[src/rtl/uart_loopback_unit.sv]
// uart_loopback_unit: 8N1 UART transmitter whose serial output feeds an 8N1
// UART receiver through a 2-flop synchronizer, exported on tx for observation.
// Optional macro UART_PARITY_EN adds an even-parity bit between D7 and the stop
// bit, a receive-side parity check and a parity_err pulse output.
// Handshake: tx_start is a one-cycle request, accepted only while the TX FSM is
// idle (no ready output, requests during a frame are dropped); rx_done is a
// one-cycle valid strobe qualifying rx_data, with no backpressure.
`timescale 1ns/1ps

module uart_loopback_unit #(
    parameter int CLK_FREQ     = 50000000,
    parameter int BAUD         = 115200,
    parameter int CLKS_PER_BIT = CLK_FREQ / BAUD
) (
    input  logic       clk,
    input  logic       rst,
    input  logic       tx_start,
    input  logic [7:0] tx_data,
    output logic       tx,
    output logic [7:0] rx_data,
    output logic       rx_done
`ifdef UART_PARITY_EN
    ,
    output logic       parity_err
`endif
);

    localparam int CW = (CLKS_PER_BIT > 1) ? $clog2(CLKS_PER_BIT) : 1;
    localparam logic [CW-1:0] BIT_LAST  = CW'(CLKS_PER_BIT - 1);
    localparam logic [CW-1:0] HALF_LAST = CW'(CLKS_PER_BIT / 2 - 1);

    typedef enum logic [2:0] {
        TX_IDLE, TX_START, TX_DATA, TX_PARITY, TX_STOP
    } tx_state_t;

    typedef enum logic [2:0] {
        RX_IDLE, RX_START, RX_DATA, RX_PARITY, RX_STOP, RX_RECOVER
    } rx_state_t;

    // ---------------- transmitter ----------------
    tx_state_t     tx_state, tx_state_n;
    logic [CW-1:0] tx_cnt, tx_cnt_n;
    logic [2:0]    tx_bit, tx_bit_n;
    logic [7:0]    tx_shift, tx_shift_n;
    logic          tx_n;

    // TX next-state: walk the frame one bit-time at a time; tx is registered
    always_comb begin
        tx_state_n = tx_state;
        tx_cnt_n   = tx_cnt;
        tx_bit_n   = tx_bit;
        tx_shift_n = tx_shift;
        tx_n       = tx;
        case (tx_state)
            TX_IDLE: begin
                tx_n = 1'b1;
                if (tx_start) begin
                    tx_shift_n = tx_data;
                    tx_n       = 1'b0;
                    tx_cnt_n   = '0;
                    tx_state_n = TX_START;
                end
            end
            TX_START: begin
                if (tx_cnt == BIT_LAST) begin
                    tx_cnt_n   = '0;
                    tx_bit_n   = 3'd0;
                    tx_n       = tx_shift[0];
                    tx_state_n = TX_DATA;
                end else begin
                    tx_cnt_n = tx_cnt + 1'b1;
                end
            end
            TX_DATA: begin
                if (tx_cnt == BIT_LAST) begin
                    tx_cnt_n = '0;
                    if (tx_bit == 3'd7) begin
`ifdef UART_PARITY_EN
                        tx_n       = ^tx_shift;
                        tx_state_n = TX_PARITY;
`else
                        tx_n       = 1'b1;
                        tx_state_n = TX_STOP;
`endif
                    end else begin
                        tx_bit_n = tx_bit + 3'd1;
                        tx_n     = tx_shift[tx_bit + 3'd1];
                    end
                end else begin
                    tx_cnt_n = tx_cnt + 1'b1;
                end
            end
            TX_PARITY: begin
                if (tx_cnt == BIT_LAST) begin
                    tx_cnt_n   = '0;
                    tx_n       = 1'b1;
                    tx_state_n = TX_STOP;
                end else begin
                    tx_cnt_n = tx_cnt + 1'b1;
                end
            end
            TX_STOP: begin
                if (tx_cnt == BIT_LAST) begin
                    tx_cnt_n   = '0;
                    tx_state_n = TX_IDLE;
                end else begin
                    tx_cnt_n = tx_cnt + 1'b1;
                end
            end
            default: begin
                tx_n       = 1'b1;
                tx_cnt_n   = '0;
                tx_state_n = TX_IDLE;
            end
        endcase
    end

    // TX state and datapath registers
    always_ff @(posedge clk or negedge rst) begin
        if (!rst) begin
            tx_state <= TX_IDLE;
            tx_cnt   <= '0;
            tx_bit   <= 3'd0;
            tx_shift <= 8'h00;
            tx       <= 1'b1;
        end else begin
            tx_state <= tx_state_n;
            tx_cnt   <= tx_cnt_n;
            tx_bit   <= tx_bit_n;
            tx_shift <= tx_shift_n;
            tx       <= tx_n;
        end
    end

    // ---------------- receiver ----------------
    logic sync_1, sync_2;

    // Two-flop synchronizer on the looped-back line, idling high
    always_ff @(posedge clk or negedge rst) begin
        if (!rst) begin
            sync_1 <= 1'b1;
            sync_2 <= 1'b1;
        end else begin
            sync_1 <= tx;
            sync_2 <= sync_1;
        end
    end

    rx_state_t     rx_state, rx_state_n;
    logic [CW-1:0] rx_cnt, rx_cnt_n;
    logic [2:0]    rx_bit, rx_bit_n;
    logic [7:0]    rx_shift, rx_shift_n;
    logic [7:0]    rx_data_n;
    logic          rx_done_n;
`ifdef UART_PARITY_EN
    logic          rx_perr, rx_perr_n;
    logic          parity_err_n;
`endif

    // RX next-state: align to mid-start, then sample every bit at its midpoint
    always_comb begin
        rx_state_n = rx_state;
        rx_cnt_n   = rx_cnt;
        rx_bit_n   = rx_bit;
        rx_shift_n = rx_shift;
        rx_data_n  = rx_data;
        rx_done_n  = 1'b0;
`ifdef UART_PARITY_EN
        rx_perr_n    = rx_perr;
        parity_err_n = 1'b0;
`endif
        case (rx_state)
            RX_IDLE: begin
                rx_cnt_n = '0;
                if (!sync_2) rx_state_n = RX_START;
            end
            RX_START: begin
                if (rx_cnt == HALF_LAST) begin
                    rx_cnt_n   = '0;
                    rx_bit_n   = 3'd0;
                    // a line back high at mid-start was only a glitch
                    rx_state_n = sync_2 ? RX_IDLE : RX_DATA;
                end else begin
                    rx_cnt_n = rx_cnt + 1'b1;
                end
            end
            RX_DATA: begin
                if (rx_cnt == BIT_LAST) begin
                    rx_cnt_n   = '0;
                    rx_shift_n = {sync_2, rx_shift[7:1]};
                    if (rx_bit == 3'd7) begin
`ifdef UART_PARITY_EN
                        rx_state_n = RX_PARITY;
`else
                        rx_state_n = RX_STOP;
`endif
                    end else begin
                        rx_bit_n = rx_bit + 3'd1;
                    end
                end else begin
                    rx_cnt_n = rx_cnt + 1'b1;
                end
            end
            RX_PARITY: begin
                if (rx_cnt == BIT_LAST) begin
                    rx_cnt_n   = '0;
`ifdef UART_PARITY_EN
                    rx_perr_n  = sync_2 ^ (^rx_shift);
`endif
                    rx_state_n = RX_STOP;
                end else begin
                    rx_cnt_n = rx_cnt + 1'b1;
                end
            end
            RX_STOP: begin
                if (rx_cnt == BIT_LAST) begin
                    rx_cnt_n = '0;
                    if (sync_2) begin
`ifdef UART_PARITY_EN
                        if (rx_perr) begin
                            parity_err_n = 1'b1;
                        end else begin
                            rx_data_n = rx_shift;
                            rx_done_n = 1'b1;
                        end
`else
                        rx_data_n = rx_shift;
                        rx_done_n = 1'b1;
`endif
                        rx_state_n = RX_IDLE;
                    end else begin
                        // framing error: drop the byte, wait for an idle line
                        rx_state_n = RX_RECOVER;
                    end
                end else begin
                    rx_cnt_n = rx_cnt + 1'b1;
                end
            end
            RX_RECOVER: begin
                if (sync_2) rx_state_n = RX_IDLE;
            end
            default: begin
                rx_cnt_n   = '0;
                rx_state_n = RX_IDLE;
            end
        endcase
    end

    // RX state, datapath and output registers
    always_ff @(posedge clk or negedge rst) begin
        if (!rst) begin
            rx_state <= RX_IDLE;
            rx_cnt   <= '0;
            rx_bit   <= 3'd0;
            rx_shift <= 8'h00;
            rx_data  <= 8'h00;
            rx_done  <= 1'b0;
`ifdef UART_PARITY_EN
            rx_perr    <= 1'b0;
            parity_err <= 1'b0;
`endif
        end else begin
            rx_state <= rx_state_n;
            rx_cnt   <= rx_cnt_n;
            rx_bit   <= rx_bit_n;
            rx_shift <= rx_shift_n;
            rx_data  <= rx_data_n;
            rx_done  <= rx_done_n;
`ifdef UART_PARITY_EN
            rx_perr    <= rx_perr_n;
            parity_err <= parity_err_n;
`endif
        end
    end

endmodule

[config.mk]
export PLATFORM = sky130hd
export DESIGN_NAME = uart_loopback_unit
export DESIGN_NICKNAME = d
export VERILOG_FILES = /design/src/rtl/uart_loopback_unit.sv
export SDC_FILE = /design/constraint.sdc
export NUM_CORES = 1
export LEC_CHECK = 0
export BUFFER_PORTS_ARGS = -buffer_cell sky130_fd_sc_hd__buf_2
export CAP_MARGIN = 25
export CORE_AREA = 4 4 89 125
export CTS_BUF_LIST = sky130_fd_sc_hd__clkbuf_4 sky130_fd_sc_hd__clkbuf_8
export DETAILED_ROUTE_END_ITERATION = 16
export DIE_AREA = 0 0 93 129
export GPL_TIMING_DRIVEN = 0
export SYNTH_ARGS = -nofsm -noshare
export SYNTH_HDL_FRONTEND = slang
export SYNTH_SLANG_ARGS = --single-unit
[constraint.sdc]
create_clock -name clk -period 3 [get_ports clk]
set_clock_uncertainty 0.05 [all_clocks]
set_input_delay 0 -clock clk [delete_from_list [all_inputs] [get_ports clk]]
set_output_delay 0 -clock clk [all_outputs]
set_load 0.005 [all_outputs]
# After elaboration in Yosys (flattened, before gate mapping)
# Index checks and enable logic that the tools add are counted.
[op_classes]
add_sub_neg = 4
order_cmp = 1
n_eq_ne = 29
muxes = 41
bitwise = 1
n_reduce_logical = 14
[ops]
columns = ["cell", "count"]
rows = [
  ["$mux W3", 19],
  ["$mux W9", 4],
  ["$ne A2 B2 Y1 const B", 15],
  ["$pmux W9 S3", 1],
  ["$add A9 B1 Y9 const B", 2],
  ["$eq A9 B9 Y1 const B", 2],
  ["$pmux W3 S6", 1],
  ["$pmux W9 S2", 1],
  ["$eq A3 B3 Y1 const B", 5],
  ["$pmux W3 S5", 1],
  ["$eq A3 B2 Y1 const B", 4],
  ["$pmux W3 S2", 2],
  ["$reduce_and A4 Y1", 3],
  ["$eq A9 B8 Y1 const B", 1],
  ["$mux W1", 9],
  ["$reduce_and A7 Y1", 1],
  ["$add A3 B1 Y3 const B", 2],
  ["$eq A3 B1 Y1 const B", 2],
  ["$logic_not A3 Y1", 2],
  ["$reduce_and A6 Y1", 1],
  ["$pmux W1 S5", 1],
  ["$lt A3 B4 Y1 const B", 1],
  ["$reduce_and A2 Y1", 2],
  ["$reduce_bool A2 Y1", 2],
  ["other kinds (6)", 6],
]
[word_totals]
reg_bits = 58
input_bits = 11
output_inout_bits = 10
wordCells = 103

# Logic depth before layout (Yosys ltp)
# Gate-level depths: netlist (run 1).
[depth]
word_depth = 6
mapped_depth = 7
mapped_depth_nobuf = 6

# Least setup slack after synthesis (run 1)
# Ideal clock, no wire load.
[synth_timing]
path_kind = "reg-to-reg"
startpoint = "register tx_bit[0]"
endpoint = "register tx"
setup_time_ns = 0.088
t_arrival_ns = 1.726
setup_slack_ns = 1.136
path_stages_with_launch = 6
synth_period_minus_slack_ns = 1.864
path_cell_list = "dfrtp_1 -> ha_1 -> mux4_2 -> mux2_2 -> o221ai_1 -> o31ai_1"
[synth_via]
elab_chain_cells = 6
word_cells_on_any_way = 7
cone_classes = "add/sub (1); eq/ne (1); mux (5)"
[synth_lines]
columns = ["item", "line_no", "text"]
rows = [
  ["from (decl)", "43", "logic [2:0] tx_bit, tx_bit_n;"],
  ["from (signal assigned)", "129", "tx_bit <= tx_bit_n;"],
  ["$add A3 B1 Y3", "87", "tx_n = tx_shift[tx_bit + 3'd1];"],
  ["$bmux W1 S3", "87", ""],
  ["$mux W1 (not written as such)", "87", ""],
  ["$mux W1 *", "77", "if (tx_bit == 3'd7) begin"],
  ["$mux W1 *", "75", "if (tx_cnt == BIT_LAST) begin"],
  ["$pmux W1 S5 *", "54", "case (tx_state)"],
  ["to (signal assigned)", "131", "tx <= tx_n;"],
  ["to (decl)", "19", "output logic tx,"],
]
# Mark *: on every way between the ends. The rest lies on a longest branch, timed or not. The select of a mux whose other input is x is not followed.
# A chain may end at the register's enable or synchronous reset.

# Worst setup path after layout (run 1)
# Ends and elaborated chain as after synthesis.

==> results of run 1 <==
## logic make-up (layout without fill, tap and decap cells)
logic type	count (synthesis)	after routing	share of synthesized area, %
adder cells (fa/ha/maj)	9	9	3.82
multiplexers	28	28	12.4
AND/OR/NAND/NOR	81	81	15.6
AO/OA/AOI/OAI	55	55	12.5
flip-flops	58	58	49.4
buffers and inverters	22	70	3.61
XOR/XNOR	9	9	2.67
## final timing paths
path                            startpoint    endpoint  slack (ps)  depth (start not counted)
worst max register to register   tx_bit[0]          tx         970                          5
worst min-delay path                   rst  rx_data[3]         200                          2
max in group asynchronous              rst          tx        2020                          3
worst min register to register      sync_1      sync_2         310                          0
min in group clk                    sync_1      sync_2         310                          0
worst max-delay path             tx_bit[0]          tx         970                          5
## through the flow
stage	util, %	hold WS, ps	area (µm²)
floorplan	-	-346	2950
global placement	32.5	183	3220
detailed placement	32.7	36.3	3240
CTS	35.5	202	3510
global route	35.5	267	3520
finish	35.5	200	3520
## synthesized netlist by cell type, drive strengths merged (4+ instances only)
library cell  number  area, µm²
nand4              4       40.0
o31ai              8       60.1
nor2b              5       31.3
nor2              15       58.8
o21ai             14       70.1
buf                8       53.8
a21oi             13       65.1
nand3              6       30.0
xnor2              7       61.3
nor3               7       35.0
nand2             21       81.3
inv               12       45.0
mux2              25        312
dfrtp             55       1380
ha                 9        113
## cell type report
type	count	area (µm²)	area share [%]
clock inverters	6	43.8	1.25
repair buffers	32	225	6.40
clock buffers	10	131	3.74
flip-flops and latches	58	1460	41.4
well taps	135	169	4.80
plain buffers	10	61.3	1.74
multi-input cells	182	1390	39.4
inverters	12	45.0	1.28
## sequential cells by signal, indices dropped and copies added, names as in the netlist
register and count:
rx_bit 3, rx_cnt 9, rx_data 8, rx_done 1, rx_shift 8, rx_state 3, sync_1 1, sync_2 1
tx 1, tx_bit 3, tx_cnt 9, tx_shift 8, tx_state 3
## power by group through the flow
stage	Clock (W)	Combinational (W)	Sequential, W
final	0.000637	0.000264	0.000979
after global routing	0.000695	0.000304	0.000991
after CTS	0.000658	0.000268	0.000979
after detailed placement	0	0.000258	0.000994
after global placement	0	0.000246	0.000989
after floorplan	0	0.000191	0.000967
## worst max-delay path: stages (launching register included)
cell	delay, ps
sky130_fd_sc_hd__dfrtp_1	420
sky130_fd_sc_hd__ha_1	380
sky130_fd_sc_hd__mux4_2	540
sky130_fd_sc_hd__mux2_2	270
sky130_fd_sc_hd__o221ai_1	190
sky130_fd_sc_hd__o31ai_1	110
## routing by layer
| metal | up-vias | global-route usage [%] |
|---|---|---|
| met2 | 37 | 18.7 |
| met1 | 1075 | 12.3 |
| met4 | 0 | 4.75 |
| met5 | - | 0 |
| met3 | 4 | 2.28 |
| li1 | 1040 | - |
## timing repair
item / 4_1_cts / 5_1_grt
endpoints found under the hold margin: 37 / 0
endpoints found under the setup margin: 0 / 0
hold buffers: 10 / 0
setup buffers: 0 / 0
==> summary by stage, run 1 <==
Status
The run finished with clean final reports.

CTS
TritonCTS built the clock tree. The number of clock buffers added by TritonCTS is 9. The tree is rooted in a sky130_fd_sc_hd__clkbuf_8. In this run the number of H-tree levels came out at 3. After clock tree synthesis, the clock-pin slew on the worst setup and hold paths is about 80 ps. The clock net in this run drives a total of 58 sinks. The clock reaches the later pin of the worst-skew pair after between 300 and 400 ps. The maximum number of buffers from clock root to sink is 2. The number of cells upsized or downsized after cts is 0.

Detailed routing
The total wire length after detailed routing is roughly 5.8 mm. After detailed routing, the number of remaining DRC violations is 0. After detailed routing, no signal wire sits above met4. Wire segments on met3 add up to between 150 and 200 µm in the final route. The detailed-route via count is roughly 2200.

Dividing the detail-routed via count by the number of cells gives ~4.8. In this run the remaining antenna-violating nets after routing total 0. For this block, wires on met1 add up to about 2.4 mm. The initial detailed-routing violation count is 80. Wire segments on met2 add up to between 3 and 4 mm in the final route.

In the final routed layout, each cell accounts on average for 13.0 µm. Before antenna repair, the detailed router went through 4 iterations.

STA
The setup-violating endpoint count in the final report is 0. After layout, the worst setup slack is 968 ps. For the final routed database, the setup TNS stands at 0 ps. For the pin with the worst max-slew slack, the measured transition is ~700 ps. The final cycle utilization of the critical path is approximately two thirds.

Setup repair after global routing left no endpoint under its margin. The final number of hold-violating endpoints is 0. For the finished layout, the period the worst path requires is around 2000 ps. The count of pins over their slew limit is 0. The worst slew margin relative to its limit is a little over half.

Derived from the worst setup path, the maximum achievable clock frequency is roughly 0.49 GHz.

Logic synthesis
The number of nets in the synthesized netlist is 282. In the synthesized netlist the async set-or-reset flop fraction comes to 100%. Synthesis instantiated a little under 60 different standard cells from the library.

The cell count after synthesis came out at 262. The top flip-flop cell by instance count after synthesis is sky130_fd_sc_hd__dfrtp_1. The number of storage elements in the synthesis netlist is a little under 60. The post-synth design cell area is 0.00295 mm². The number of warnings reported in the yosys synthesis log is 0. The average instance in the mapped netlist occupies 11.3 µm².

The number of enable-type register cells in the synthesized netlist is 0. The sequential area share after synthesis is between 40% and 50%.

Placed design
The detailed-placement wirelength estimate is between 4 and 5 mm. The cell total after placement is 418. The final weighted congestion in routability-driven placement is roughly 0.78. In this run the tool buffered the top-level ports with 20 buffer cells. OpenSTA, run right after detailed placement, puts the worst setup slack at between 900 and 1000 ps.

Critical path
Data on the critical path is required at its endpoint by ~3200 ps. Data on the critical path arrives at its endpoint at 2230 ps. STA classifies the critical path endpoint as a flop. The sort of element at the start of the critical path is a flop. The worst setup path is of the flop to flop kind.

The maximum fanout encountered on the critical timing path is 4.

Final layout
The leading cell type in the layout, fill and taps excluded is sky130_fd_sc_hd__dfrtp_1. Compared with the post-synthesis result, the final layout area differs by 19.3%. The antenna diode instance count is 0.

The library cells used most frequently in the layout, excluding fill and tap cells, are sky130_fd_sc_hd__dfrtp_1, sky130_fd_sc_hd__buf_2, sky130_fd_sc_hd__nand2_1. Once layout is complete, the cells apart from fillers number 445. The final layout contains approximately 330 nets. Of the cells placed in the final design, the portion with a size suffix greater than 1 is between 20% and 30%.

The filler cells instantiated in the layout total approximately 1000.

Power
In this run switching power makes up between 20 and 30% of total power. The analysis attributes to net switching a power of ~0.00054 W. Dividing total power by cell area gives a power density of approximately 530 mW/mm². The analysis attributes to cell leakage a power of 1.56 nW.

The clock network accounts for between 30 and 40% of the total power. The maximum ir drop on the vdd rail is 0.369 mV. The part of the power in combinational logic is between 10 and 15%. After layout, the design draws a total of approximately 0.0019 W. The internal power is about 0.0013 W. The sequential cell fraction of total power is ~52%.

Floorplan
Row generation in the floorplan step produced 43 rows. The die covers 0.0120 mm². The region available for standard cell placement spans 0.00990 mm².

Measured along the x axis, the die boundary spans 93 µm. During I/O placement, the number of pins put on the boundary was 21. The floorplan die height is 129 µm. The starting density of the core is between 20% and 30%.

Global route
The via count of the first global-routing pass is about 2200. The first global-routing pass estimated roughly 10 mm of wire. Global routing used between 10% and 20% of the available tracks across all layers. The largest net degree at the start of global routing is 32. The initial antenna violation count came to 0. The leftover overflow at the end of global routing is 0.

Hold path
The path class of the tightest hold or removal check is primary input to asynchronous set/reset pin.

Job
The number of max-cap violations is 0.
Note: power is estimated with default switching activity, not from simulation.
==> run 2: changes to the inputs <==
- ABC_AREA: default -> 1
- CORE_AREA: 4 4 89 125 -> 4 4 89 124
- DIE_AREA: 0 0 93 129 -> 0 0 93 128
- clock period: 3 -> 1.81 ns (I/O delays scaled with it)
==> summary by stage, run 2 <==
Critical path
By startpoint and endpoint, the worst setup path is classified as flop to flop. The data arrival time at the worst-slack endpoint was 1890 ps (-340 ps). The sort of element at the start of the critical path is a flop. The signal on the critical path passes through inv_2 -> ha_4 -> nand2_2 -> nor3_2 -> nand2_2 -> nor3_4 -> buf_12 -> buf_6 -> o21ai_0. The master of the slowest instance on the critical path is sky130_fd_sc_hd__dfrtp_1. The count of buffering cells on the critical path with inverters included is 3 (+3). The most numerous cell type found on the critical path is sky130_fd_sc_hd__nand2_2. STA classifies the critical path endpoint as a flop. The required time at the endpoint of the critical path is 1970 ps (-1230 ps). The maximum fanout encountered on the critical timing path is 6 (+2). Grouping stages by cell kind, the critical path spends the most delay in simple AND/OR/NAND/NOR gates. The delay of the slowest critical-path stage is 390 ps (-150 ps).

Logic synthesis
The number of nets in the synthesized netlist is 359 (+27%). The proportion of netlist area held by the largest area contributor was 47.3% (+0.64 points). The unique cell type count in the Yosys netlist is 31 (-47%).

The sequential area share after synthesis was 50.0% (+0.68 points). The average size of a mapped cell is 8.58 µm² (-24%). The number of enable-type register cells in the synthesized netlist is 0 (unchanged). The post-synth design cell area is 0.00291 mm² (-1.4%). The number of warnings reported in the yosys synthesis log was 0 (unchanged). The cell type with the highest aggregate area in the netlist is sky130_fd_sc_hd__dfrtp_1.

The share of synthesized registers carrying an async set or reset is 100% (unchanged). The number of standard cells after synthesis is 339 (+29%). By count the netlist is led by sky130_fd_sc_hd__nand2_1, sky130_fd_sc_hd__dfrtp_1, sky130_fd_sc_hd__inv_1. Among all flip-flop cells after synthesis, the most frequent one is sky130_fd_sc_hd__dfrtp_1. By area the synthesized netlist is led by sky130_fd_sc_hd__dfrtp_1, sky130_fd_sc_hd__nand2_1, sky130_fd_sc_hd__inv_1, sky130_fd_sc_hd__o21ai_0, sky130_fd_sc_hd__ha_1. The dominant cell by count in the synthesized netlist is sky130_fd_sc_hd__nand2_1. The number of storage elements in the synthesis netlist is 58 (unchanged).

CTS
The master cell of the clock root buffer is sky130_fd_sc_hd__clkbuf_8. The total CTS buffers came to 9 (unchanged). The clock edge transition at the registers on the reported setup and hold paths was 70 ps (about the same). The number of H-tree levels came to 3 (unchanged).

The TritonCTS clock tree is done. The clock latency at the later pin of the worst-skew pair is 330 ps (about the same). The number of clock sinks was 58 (unchanged). The maximum number of buffers from clock root to sink is 2 (unchanged).

Final layout
The final cell utilization of the core is 36.3% (+0.81 points). The leading cell type in the layout, fill and taps excluded is sky130_fd_sc_hd__nand2_1. The largest registers in the layout are rx_cnt: 9 flops, tx_cnt: 9 flops.

The library cells used most frequently in the layout, excluding fill and tap cells, are sky130_fd_sc_hd__nand2_1, sky130_fd_sc_hd__dfrtp_1, sky130_fd_sc_hd__inv_1. The footprint of the multi-input gates was 0.00129 mm² (-7.2%). The proportion of layout cells with a drive suffix above 1 was 20.7% (-6.8 points).

The area added between synthesis and finish is 23.7%. The antenna diode instance count is 0 (unchanged). The total of fill cells in the finished design was 1059 (+2.4%). The net count reported at finish is 407 (+25%). The final instance area is 0.00360 mm² (+2.3%).

The area used by sequential logic in the layout is 0.00146 mm² (unchanged).

Floorplan
The area enclosed by the die boundary is 0.0119 mm² (-0.78%). The count of pins on the block boundary was 21 (unchanged). The starting density of the core is 29.4% (-0.40 points). The site row count is 43 (unchanged). The floorplan die height came to 128 µm (-0.78%). The width of the chip is 93 µm (unchanged). The area inside the core boundary is 0.00990 mm² (unchanged).

STA
The setup-violating endpoint count in the final report came to 0 (unchanged). The top achievable clock speed came to 0.578 GHz (+17%). The count of pins over their slew limit is 0 (unchanged). Setup repair after global routing left no endpoint under its margin.

The final cycle utilization of the critical path is 95.6% (+28 points). The minimum setup slack in the final design is 80.2 ps (-888 ps). The worst slew margin relative to its limit is 58.3% (+5.2 points). The shortest period the worst path allows came to 1730 ps (-302 ps). The summed negative setup slack over all endpoints came to 0 ps (unchanged). The final number of hold-violating endpoints is 0 (unchanged). The slew of the pin with the lowest slew margin is 626 ps (-77.8 ps).

Job
The number of max-cap violations was 0 (unchanged).

Power
The maximum ir drop on the vdd rail is 0.899 mV (+140%). The leakage power total came to 1.68 nW (+7.7%). The power per unit of standard cell area is 1040 mW/mm² (+94%).

Global route
The first-pass GRT wire length is 10.1 mm (-0.74%). The global routing usage summed across all routing layers is 10.6% (-0.023 points). The initial antenna violation count is 0 (unchanged). The largest net degree at the start of global routing is 33 (+3.1%). The leftover overflow at the end of global routing is 0 (unchanged). The via count of the first global-routing pass was 2406 (+8.5%).

Detailed routing
The remaining antenna violation count after routing is 0 (unchanged). The per-cell routed wire length is 10.8 µm (-17%). The ratio of routed vias to standard cells was 4.50 (-7.2%). The detailed-route via count is 2369 (+9.9%). The DRC violations left was 0 (unchanged). The total wire length after detailed routing is 5.67 mm (-1.9%).

The iteration count of the initial detailed-routing pass is 4 (unchanged). The initial detailed-routing violation count is 61 (-24%).

Placed design
The worst-case setup slack after placement is 41.2 ps (-890 ps). The detailed-placement wirelength estimate came to 4.04 mm (-2.8%). The final weighted congestion in routability-driven placement came to 0.814 (+4.4%). The number of buffer cells added on primary ports is 20 (unchanged). The area of placed instances is 0.00320 mm² (-1.2%).

Hold path
The worst hold path belongs to the class primary input to asynchronous set/reset pin.

Status
The flow ran to the end, and the final reports show no timing, DRC or antenna violations.
## run 2: changes by cell type in the layout (fill, tap and decap cells not counted), moves of 5 or more
| cell | delta |
|---|---|
| sky130_fd_sc_hd__nor2_1 | +11 |
| sky130_fd_sc_hd__o31ai_1 | -7 |
| sky130_fd_sc_hd__nand2_1 | +66 |
| sky130_fd_sc_hd__o21ai_0 | +17 |
| sky130_fd_sc_hd__inv_1 | +28 |
| sky130_fd_sc_hd__nand3_1 | +16 |
| sky130_fd_sc_hd__o21ai_2 | +5 |
| sky130_fd_sc_hd__mux2_2 | -9 |
| sky130_fd_sc_hd__mux2_4 | -8 |
| sky130_fd_sc_hd__nor2b_1 | -5 |
| sky130_fd_sc_hd__nand2_2 | +6 |
| sky130_fd_sc_hd__xnor2_1 | -6 |
## run 2: layout make-up
cell class | instances | share of cell area (%)
flip-flops and latches | 58 | 40.5
multi-input cells | 235 | 35.8
repair buffers | 37 | 8.03
well taps | 135 | 4.70
inverters | 43 | 4.49
clock buffers | 12 | 4.42
clock inverters | 4 | 1.39
plain buffers | 3 | 0.765
## run 2: routing by layer
layer	GRT usage, %	up-vias	wire length, µm
met5	0	-	0
met1	11.8	1110	2460
met3	2.29	11	195
met2	18.3	46	2860
li1	-	1202	-
met4	6.47	0	154
## run 2: kinds of logic after synthesis
family / synth area share, %
AOI/OAI and AO/OA: 11.4
xor gates and xnor gates: 0.603
adders and majority gates: 3.87
buffers and inverters: 6.50
DFF: 50.0
muxes: 3.10
and+or+nand+nor: 24.5
## run 2: worst paths after layout
check | startpoint | end | slack [ps] | cells past startpoint
hold / removal | rst | rx_done | 170 | 2
setup / recovery | rx_cnt[1] | rx_data[6] | 80 | 9
hold reg to reg | sync_1 | sync_2 | 310 | 0
min in group clk | sync_1 | sync_2 | 310 | 0
max in group asynchronous | rst | sync_2 | 880 | 3
setup reg to reg | rx_cnt[1] | rx_data[6] | 80 | 9
## run 2: where the power goes
part | leakage [nW] | internal, W | switching (W)
combinational | 0.821 | 0.000342 | 0.000487
clock | 0.102 | 0.000724 | 0.000517
sequential | 0.760 | 0.00151 | 0.000155
total | 1.68 | 0.00258 | 0.00116
## run 2: per-stage QoR
| stage | std cells | total power [W] | hold WS (ps) |
|---|---|---|---|
| floorplan | 339 | 0.00228 | -346 |
| global placement | 494 | 0.00247 | 184 |
| detailed placement | 495 | 0.00251 | 15.8 |
| CTS | 521 | 0.00379 | 191 |
| global route | 527 | 0.00398 | 249 |
| finish | 527 | 0.00374 | 170 |
## run 2: what timing repair did
| item | in CTS | in global routing |
|---|---|---|
| hold buffers | 10 | 0 |
| setup endpoints to repair | 0 | 19 |
| resized for setup | 0 | 14 |
| hold endpoints to repair | 35 | 0 |
| buffers inserted | 0 | 5 |
==> run 3: changes to the inputs <==
- CAP_MARGIN: 25 -> default
- clock period: 1.81 -> 2.2 ns (I/O delays scaled with it)
==> summary by stage, run 3 (synthesis results as in run 2) <==
STA
The summed negative setup slack over all endpoints was 0 ps (unchanged). The final number of hold-violating endpoints is 0 (unchanged). The minimum setup slack in the final design is 432 ps (+351 ps). The top achievable clock speed is 0.565 GHz (-2.2%). The count of pins over their slew limit is 0 (unchanged). The worst slew margin relative to its limit is 51.6% (-6.7 points). The final cycle utilization of the critical path was 80.4% (-15 points). The shortest period the worst path allows is 1770 ps (+38.7 ps). The setup-violating endpoint count in the final report is 0 (unchanged). Setup repair after global routing left no endpoint under its margin. The slew of the pin with the lowest slew margin was 726 ps (+100 ps).

Floorplan
The width of the chip is 93 µm (unchanged). The count of pins on the block boundary came to 21 (unchanged). The starting density of the core is 29.4% (unchanged). The floorplan die height is 128 µm (unchanged). The area enclosed by the die boundary came to 0.0119 mm² (unchanged).

The site row count was 43 (unchanged). The area inside the core boundary is 0.00990 mm² (unchanged).

CTS
The total CTS buffers is 9 (unchanged). The number of clock sinks is 58 (unchanged). The number of setup buffers added after CTS is 0 (unchanged).

The number of cells upsized or downsized after cts is 0 (unchanged). The clock latency at the later pin of the worst-skew pair is 340 ps (about the same). The root buffer cell chosen for the clock tree is sky130_fd_sc_hd__clkbuf_8.

TritonCTS built the clock tree. The maximum number of buffers from clock root to sink is 2 (unchanged). The number of H-tree levels is 3 (unchanged).

The clock edge transition at the registers on the reported setup and hold paths was 70 ps (about the same). The hold buffer count at cts came to 10 (unchanged).

Placed design
The area of placed instances is 0.00318 mm² (-0.63%). The detailed-placement wirelength estimate was 3.91 mm (-3.0%). The number of buffer cells added on primary ports is 20 (unchanged). The final weighted congestion in routability-driven placement is 0.814 (unchanged). The worst-case setup slack after placement is 427 ps (+385 ps).

Final layout
The top cell types in the final layout, fill and taps aside, are sky130_fd_sc_hd__nand2_1, sky130_fd_sc_hd__dfrtp_1, sky130_fd_sc_hd__inv_1. The leading cell type in the layout, fill and taps excluded is sky130_fd_sc_hd__nand2_1. The antenna diode instance count came to 0 (unchanged). The proportion of layout cells with a drive suffix above 1 came to 17.7% (-3.0 points). The area growth from synthesis to layout is 20.0%. The largest registers in the layout are rx_cnt: 9 flops, tx_cnt: 9 flops. The final instance area is 0.00349 mm² (-3.0%).

The final cell utilization of the core is 35.2% (-1.1 points). The net count reported at finish is 400 (-1.7%).

Detailed routing
The detailed-route via count is 2348 (-0.89%). The total wire length after detailed routing is 5.56 mm (-1.9%). The ratio of routed vias to standard cells is 4.52 (+0.45%). The remaining antenna violation count after routing is 0 (unchanged). The DRC violations left came to 0 (unchanged). The per-cell routed wire length is 10.7 µm (-0.55%).

The iteration count of the initial detailed-routing pass is 4 (unchanged). The initial detailed-routing violation count is 103 (+69%).

Power
The leakage power total is 1.64 nW (-2.7%). The maximum ir drop on the vdd rail is 0.717 mV (-20%). The power per unit of standard cell area is 882 mW/mm² (-15%).

Critical path
The kind of critical path is flop to flop. The maximum fanout encountered on the critical timing path came to 10 (+4). The setup slack on the worst flop-to-flop path is 430 ps (+350 ps). The total stage count of the critical path is 8 (-1). The length in cells of the worst reg-to-reg path came to 8 (-1). STA classifies the critical path startpoint as a flop.

Following the worst setup path forward leads to its endpoint at rx_data[6]. The delay of the slowest critical-path stage came to 400 ps (about the same). The required time at the endpoint of the critical path is 2370 ps (+400 ps). The capturing point of the worst reg2reg path is rx_data[6]. The startpoint of the worst-slack reg-to-reg timing path is rx_cnt[1]. The data arrival time at the worst-slack endpoint is 1940 ps (+50 ps). The slowest stage of the critical path belongs to the cell sky130_fd_sc_hd__dfrtp_1. The origin of the worst setup path is rx_cnt[1]. Traced cell by cell, the critical path runs through inv_1 -> ha_1 -> nand2_1 -> nor3_2 -> nand2_2 -> nor3_4 -> buf_6 -> o21ai_0. The top cell family by delay on the critical path is simple AND/OR/NAND/NOR gates. The count of buffering cells on the critical path with inverters included is 2 (-1). The capturing element type of the critical path is a flop.

Hold path
The min-delay analysis places its worst path in the category primary input to asynchronous set/reset pin.

Global route
The initial antenna violation count came to 0 (unchanged). The largest net degree at the start of global routing is 59 (+79%). The leftover overflow at the end of global routing came to 0 (unchanged). The via count of the first global-routing pass is 2413 (+0.29%).

The global routing usage summed across all routing layers came to 10.6% (-0.011 points). The first-pass GRT wire length is 10.2 mm (+0.75%).

Job
The number of max-cap violations was 0 (unchanged).

Status
The run finished with clean final reports.
-- run 3: cell count changes in the layout (fill, tap and decap cells not counted), sizes merged --
cell	before	now
buf	30	23
-- run 3: report_power, final --
part	switching (W)	internal, W
combinational	0.000403	0.000278
sequential	0.000128	0.00125
clock	0.000429	0.000595
total	0.000960	0.00212
-- run 3: cell type report --
type                    count  area (µm²)
fillers                  1050        6410
flip-flops and latches     58        1460
multi-input cells         235        1260
repair buffers             30         203
well taps                 135         169
inverters                  43         161
clock buffers              12         159
clock inverters             4        50.0
plain buffers               3        27.5
-- run 3: worst reg2reg max path, stage by stage, from the launching register on --
cell	delay (ps)
sky130_fd_sc_hd__dfrtp_1	400
sky130_fd_sc_hd__inv_1	100
sky130_fd_sc_hd__ha_1	180
sky130_fd_sc_hd__nand2_1	70
sky130_fd_sc_hd__nor3_2	130
sky130_fd_sc_hd__nand2_2	130
sky130_fd_sc_hd__nor3_4	310
sky130_fd_sc_hd__buf_6	190
sky130_fd_sc_hd__o21ai_0	90
-- run 3: worst min path at each step --
stage,start,cells past startpoint,end
floorplan,rst,0,rx_bit[0]
detailed placement,tx_data[4],2,tx_shift[4]
global placement,tx_data[4],2,tx_shift[4]
CTS,sync_1,0,sync_2
global route,rst,2,rx_done
finish,rst,2,rx_done
-- run 3: routing by layer --
| layer | vias to the layer above | GRT usage (%) | routed length [µm] |
|---|---|---|---|
| met2 | 42 | 18.5 | 2800 |
| met1 | 1096 | 11.7 | 2400 |
| met3 | 14 | 2.29 | 204 |
| li1 | 1196 | - | - |
| met4 | 0 | 6.13 | 157 |
| met5 | - | 0 | 0 |
-- run 3: stage by stage --
step	hold WS, ps	std cells	total power [W]
2_1_floorplan	-346	339	0.00187
3_5_place_dp	185	494	0.00207
3_3_place_gp	184	494	0.00203
6_report	211	520	0.00308
4_1_cts	309	520	0.00312
5_1_grt	299	520	0.00328
